`src/rtl/alu_issue_unit.sv`:
```
// alu_issue_unit: handshake front end that issues operands to a clocked ALU, waits its latency and returns the result
module alu_issue_unit #(
    parameter int ALU_LAT = 1
) (
    input  logic        clka,
    input  logic        rst,
    input  logic        in_valid,
    output logic        in_ready,
    input  logic [2:0]  opcode,
    input  logic [31:0] rs_val,
    input  logic [31:0] rt_val,
    input  logic [15:0] imm,
    input  logic        use_imm,
    output logic [31:0] alu_a,
    output logic [31:0] alu_b,
    output logic [4:0]  alu_c,
    input  logic [31:0] alu_res,
    input  logic [2:0]  alu_flags,
    output logic        out_valid,
    input  logic        out_ready,
    output logic [31:0] out_res,
    output logic [2:0]  out_flags,
    output logic        out_err,
    output logic [2:0]  flag_reg
);
    typedef enum logic [2:0] {S_IDLE, S_ISSUE, S_SUB1, S_SUB2, S_DONE} state_t;
    localparam logic [2:0] LAT = 3'(ALU_LAT);
    localparam logic [2:0] OP_COMP = 3'd1;
    localparam logic [2:0] OP_SUB = 3'd6;
    localparam logic [2:0] OP_ILL = 3'd7;
    localparam logic [4:0] C_ADD = 5'b00000;
    localparam logic [4:0] C_COMP = 5'b10100;
    state_t      r_state;
    state_t      w_next;
    logic        r_ready;
    logic [2:0]  r_cnt;
    logic [2:0]  r_op;
    logic [31:0] r_a;
    logic [31:0] r_b;
    logic [31:0] r_tmp;
    logic [31:0] r_res;
    logic [2:0]  r_flags;
    logic [2:0]  r_flag_reg;
    logic        r_err;
    logic        w_accept;
    logic        w_zero;
    logic [4:0]  w_op_c;
    logic [31:0] w_b_in;
    assign w_accept  = (r_state == S_IDLE) && r_ready && in_valid;
    assign w_zero    = (r_cnt == 3'd0);
    assign w_b_in    = use_imm ? {{16{imm[15]}}, imm} : rt_val;
    assign w_op_c    = (r_op == 3'd0) ? C_ADD :
                       (r_op == OP_COMP) ? C_COMP :
                       (r_op == 3'd2) ? 5'b00001 :
                       (r_op == 3'd3) ? 5'b00010 :
                       (r_op == 3'd4) ? 5'b00011 : 5'b01111;
    assign in_ready  = r_ready;
    assign out_valid = (r_state == S_DONE);
    assign out_res   = r_res;
    assign out_flags = r_flags;
    assign out_err   = r_err;
    assign flag_reg  = r_flag_reg;
    // next-state selection and ALU bus drive; the bus is parked at zero outside the issuing states
    always_comb begin
        w_next = r_state;
        alu_a  = '0;
        alu_b  = '0;
        alu_c  = '0;
        case (r_state)
            S_IDLE: begin
                if (w_accept)
                    w_next = (opcode == OP_SUB) ? S_SUB1 : (opcode == OP_ILL) ? S_DONE : S_ISSUE;
            end
            S_ISSUE: begin
                alu_a  = (r_op == OP_COMP) ? 32'd0 : r_a;
                alu_b  = r_b;
                alu_c  = w_op_c;
                w_next = w_zero ? S_DONE : S_ISSUE;
            end
            S_SUB1: begin
                alu_b  = r_b;
                alu_c  = C_COMP;
                w_next = w_zero ? S_SUB2 : S_SUB1;
            end
            S_SUB2: begin
                alu_a  = r_a;
                alu_b  = r_tmp;
                alu_c  = C_ADD;
                w_next = w_zero ? S_DONE : S_SUB2;
            end
            S_DONE: begin
                w_next = out_ready ? S_IDLE : S_DONE;
            end
            default: w_next = S_IDLE;
        endcase
    end
    // state register; in_ready is registered so it stays low until the first edge after reset
    always_ff @(posedge clka) begin
        if (rst) begin
            r_state <= S_IDLE;
            r_ready <= 1'b0;
        end else begin
            r_state <= w_next;
            r_ready <= (w_next == S_IDLE);
        end
    end
    // request latch, latency countdown and result/flag capture
    always_ff @(posedge clka) begin
        if (rst) begin
            r_cnt      <= '0;
            r_op       <= '0;
            r_a        <= '0;
            r_b        <= '0;
            r_tmp      <= '0;
            r_res      <= '0;
            r_flags    <= '0;
            r_flag_reg <= '0;
            r_err      <= 1'b0;
        end else if (w_accept) begin
            r_op  <= opcode;
            r_a   <= rs_val;
            r_b   <= w_b_in;
            r_cnt <= LAT;
            if (opcode == OP_ILL) begin
                r_res   <= '0;
                r_flags <= '0;
                r_err   <= 1'b1;
            end
        end else if (r_state == S_ISSUE || r_state == S_SUB1 || r_state == S_SUB2) begin
            if (!w_zero) begin
                r_cnt <= r_cnt - 3'd1;
            end else if (r_state == S_SUB1) begin
                r_tmp <= alu_res;
                r_cnt <= LAT;
            end else begin
                r_res      <= alu_res;
                r_flags    <= alu_flags;
                r_flag_reg <= alu_flags;
                r_err      <= 1'b0;
            end
        end
    end
endmodule

```
`config.mk`:
```
export PLATFORM = sky130hd
export DESIGN_NAME = alu_issue_unit
export DESIGN_NICKNAME = d
export VERILOG_FILES = /design/src/rtl/alu_issue_unit.sv
export SDC_FILE = /design/constraint.sdc
export NUM_CORES = 1
export LEC_CHECK = 0
export ABC_CLOCK_PERIOD_IN_PS = 1900
export BUFFER_PORTS_ARGS = -buffer_cell sky130_fd_sc_hd__buf_2
export CAP_MARGIN = 5
export CELL_PAD_IN_SITES_DETAIL_PLACEMENT = 1
export CELL_PAD_IN_SITES_GLOBAL_PLACEMENT = 1
export CORE_UTILIZATION = 36
export CTS_CLUSTER_DIAMETER = 150
export DETAILED_ROUTE_END_ITERATION = 10
export PLACE_DENSITY_LB_ADDON = 0.1
export SETUP_SLACK_MARGIN = 0.15
export SLEW_MARGIN = 20
export SYNTH_ARGS = -nofsm -noshare
export SYNTH_HDL_FRONTEND = slang
export SYNTH_SLANG_ARGS = --single-unit
export TNS_END_PERCENT = 20
```
`constraint.sdc`:
```
create_clock -name clka -period 1.9 [get_ports clka]
set_input_delay 0.095 -clock clka [delete_from_list [all_inputs] [get_ports clka]]
set_output_delay 0.095 -clock clka [all_outputs]
set_load 0.01 [all_outputs]
```
==> results by group <==
Global route
  • GR met3 Demand/Resource: 0.0530
  • Maximum number of pins on one net before global-route repair: 143
  • Initial antenna violation count: 0
  • Busiest grt layer: met2
  • Met2 Use GR: 0.466
  • First-pass GRT wire length: 38700 um
  • GR Overflow Total: 0
  • Gr usage total: 0.267
  • Vias in the first global route: 7325
  • Grt met1 use: 0.323

Place
  • GP Congestion: 0.809
  • DP Wirelength: 16000 um
  • Dpl ws: 0.0545 ns
  • PortBufs: 232
  • Area after DPL: 0.00793 mm2

Timing
  • Worst-margin pin slew: 0.722 ns
  • Tcrit/Tclk final: 0.960
  • Max-slew headroom: 0.519
  • Post-route setup TNS: 0 ns
  • Fin. max-slew vios: 0
  • Final hold violations: 0
  • Fin Clk Skew: 0.00738 ns
  • Post-route setup slack: 0.0769 ns
  • Max Clk Rate: 549 MHz
  • Final Setup Violations: 0
  • Unrepaired setup endpoints after global routing: true
  • Tmin final: 1.82 ns

Layout
  • FILL cells: 2109
  • Reg area: 0.00292 mm2
  • Fin area: 0.00936 mm2
  • ANT cells: 0
  • Multi-input gate area: 0.00318 mm2
  • Layout cell share with drive strength beyond 1: 0.307
  • Layout area overhead: 42.7%
  • Nets@finish: 1157
  • Commonest non-fill, non-tap cell in the layout: buf_2
  • Commonest non-fill, non-tap cells in the layout: buf_2, dfxtp_1, a21oi_1

Power and ir drop
  • Clock power frac: 0.409
  • Switching portion of total power: 0.273
  • P per Cell Area: 818 mW/mm2
  • Internal Power: 5570 uW
  • Sw power: 2090 uW
  • P_leak: 0.00385 uW
  • Peak supply drop: 0.000626 V
  • Flop pwr share: 0.432
  • Gate power share: 0.159

Synthesis
  • Post-synthesis sequential area ratio: 0.442
  • Post-synthesis cell type count: 48
  • YS warnings: 0
  • Async SR Flop Fraction: 0
  • Post-synth top area share: 0.442
  • Dominant cells by area after synthesis: dfxtp_1, a21oi_1, nand3_1, o21ai_0, a22o_1
  • Synthesized area: 0.00656 mm2
  • Synthesis-stage register bit count: 145
  • Cells after Synth: 770
  • Top_reg_cell synth: dfxtp_1
  • Mean post-synth cell area: 8.52 um2
  • Post-Syn Nets: 893
  • Synth area leader: dfxtp_1
  • Post-synth EDFFs: 0

Job
  • Max-Cap Viols: 0

Worst setup path
  • Worst setup SP type: register
  • Critical Path AT: 1.73 ns
  • FF-to-FF End: out_flags[0]
  • Worst reg-to-reg path cell count: 5
  • CP max stage delay: 0.38 ns
  • R2r startpoint: r_state[1]
  • CP Cell Sequence: nor2b_4 > o21a_4 > buf_12 > a22o_1 > buf_2
  • Worst Path Class, Setup: register to output pin
  • Crit path max fanout: 21
  • Kind of end point of the critical path: output pin
  • Worst path required time: 1.80 ns
  • R2r setup slk: 0.17 ns
  • Slowest stage cell, crit path: dfxtp_4

Clock network
  • CTS Sinks: 145
  • CTS Buf Count: 17
  • # H-tree levels: 4
  • Clk slew on worst S/H paths: 0.06 ns
  • CTS Buffer Depth: 2
  • Clock Root Buffer: clkbuf_16
  • Clock Latency Late Sink: 0.42 ns
  • CTS tree: yes

Die
  • Die Span Y: 137 um
  • Core Area: 0.0179 mm2
  • Die ar.: 0.0188 mm2
  • Ports: 233
  • Std-Cell Rows: 49
  • Initial core utilization: 0.367
  • Die width: 137 um

Routing
  • Final antenna-violating net count: 0
  • DRT Wirelength: 25400 um
  • Wire per inst: 19.9 um
  • Residual DRC count: 0
  • DR vias: 7153
  • Vias/cell: 5.61
  • Iter 0 DRT Violations: 427
  • DR pass1 iterations: 5

Worst hold path
  • Hold Crit Endpoint: r_b[6]
  • Hold path depth: 3
  • Min-delay src: rt_val[6]
  • Worst Hold Class: input port to register

Run status
  • Status: finished, final reports clean
==> worst max-delay path by stage <==
stage	from	to	slack [ns]	cells after the start
floorplan	r_state[1]	r_tmp[0]	0.44	5
global placement	r_state[0]	alu_b[25]	0.12	5
detailed placement	r_state[1]	r_tmp[27]	0.05	3
CTS	r_state[1]	alu_b[1]	0.07	5
global route	r_state[2]	alu_b[18]	0.04	6
finish	r_state[0]	alu_b[16]	0.08	5
==> cell usage after synthesis, types with 15 or more instances <==
library cell / n
dfxtp_1: 145
a211oi_1: 34
and2_1: 33
clkbuf_1: 47
a21oi_1: 126
o41ai_1: 32
buf_2: 32
inv_1: 35
o21ai_0: 71
mux2i_1: 15
a22o_1: 32
nand3_1: 71
nand4_1: 32
==> cell families after synthesis <==
group                  after synthesis  share of synthesized area
and+or+nand+nor                    171                      0.154
muxes                               16                     0.0246
buffers and inverters              129                     0.0862
DFF                                145                      0.442
AOI/OAI and AO/OA                  309                      0.292
==> stage by stage <==
stage | std cells | hold WS [ns] | power, uW | utilization
final | 1274 | 0.0246 | 7660 | 0.523
after global routing | 1274 | 0.00916 | 7990 | 0.523
after CTS | 1272 | 0.0139 | 7670 | 0.519
after detailed placement | 1167 | 0.350 | 4420 | 0.443
after global placement | 1167 | 0.344 | 4380 | 0.443
after floorplan | 770 | 0.237 | 3960 | -
==> power groups by stage <==
stage / clock [uW] / sequential [uW] / combinational [uW]
detailed placement: 0 / 3370 / 1050
CTS: 3180 / 3300 / 1190
finish: 3130 / 3310 / 1220
global placement: 0 / 3370 / 1020
floorplan: 0 / 3340 / 619
global route: 3340 / 3320 / 1330
==> layer usage <==
layer  wire, um  vias up
met1      10800     3505
met5          0        -
met4        570        0
met3       1180       39
li1           -     3381
met2      12900      228
==> worst max-delay path, delay by kind of cell (launching register included) <==
family          cells  cell delay, ns
buf+inv             2            0.31
flops               1            0.38
simple gates        1            0.14
compound gates      2            0.49
==> what timing repair did <==
item                       4_1_cts  5_1_grt
buffers inserted                 5        1
setup endpoints to repair      102      104
pin swaps                        2        3
hold buffers                    70        0
hold endpoints to repair       103        0
resized for setup               20        9
cloned                           0        1
==> final cells by class <==
class,count,area share
timing repair buffer,337,0.245
clock inverter,11,0.00976
clock buffer,19,0.0484
multi-input combinational,496,0.340
inverter,37,0.0151
sequential,145,0.311
tap,229,0.0306
Note: power is estimated with default switching activity, not from simulation.
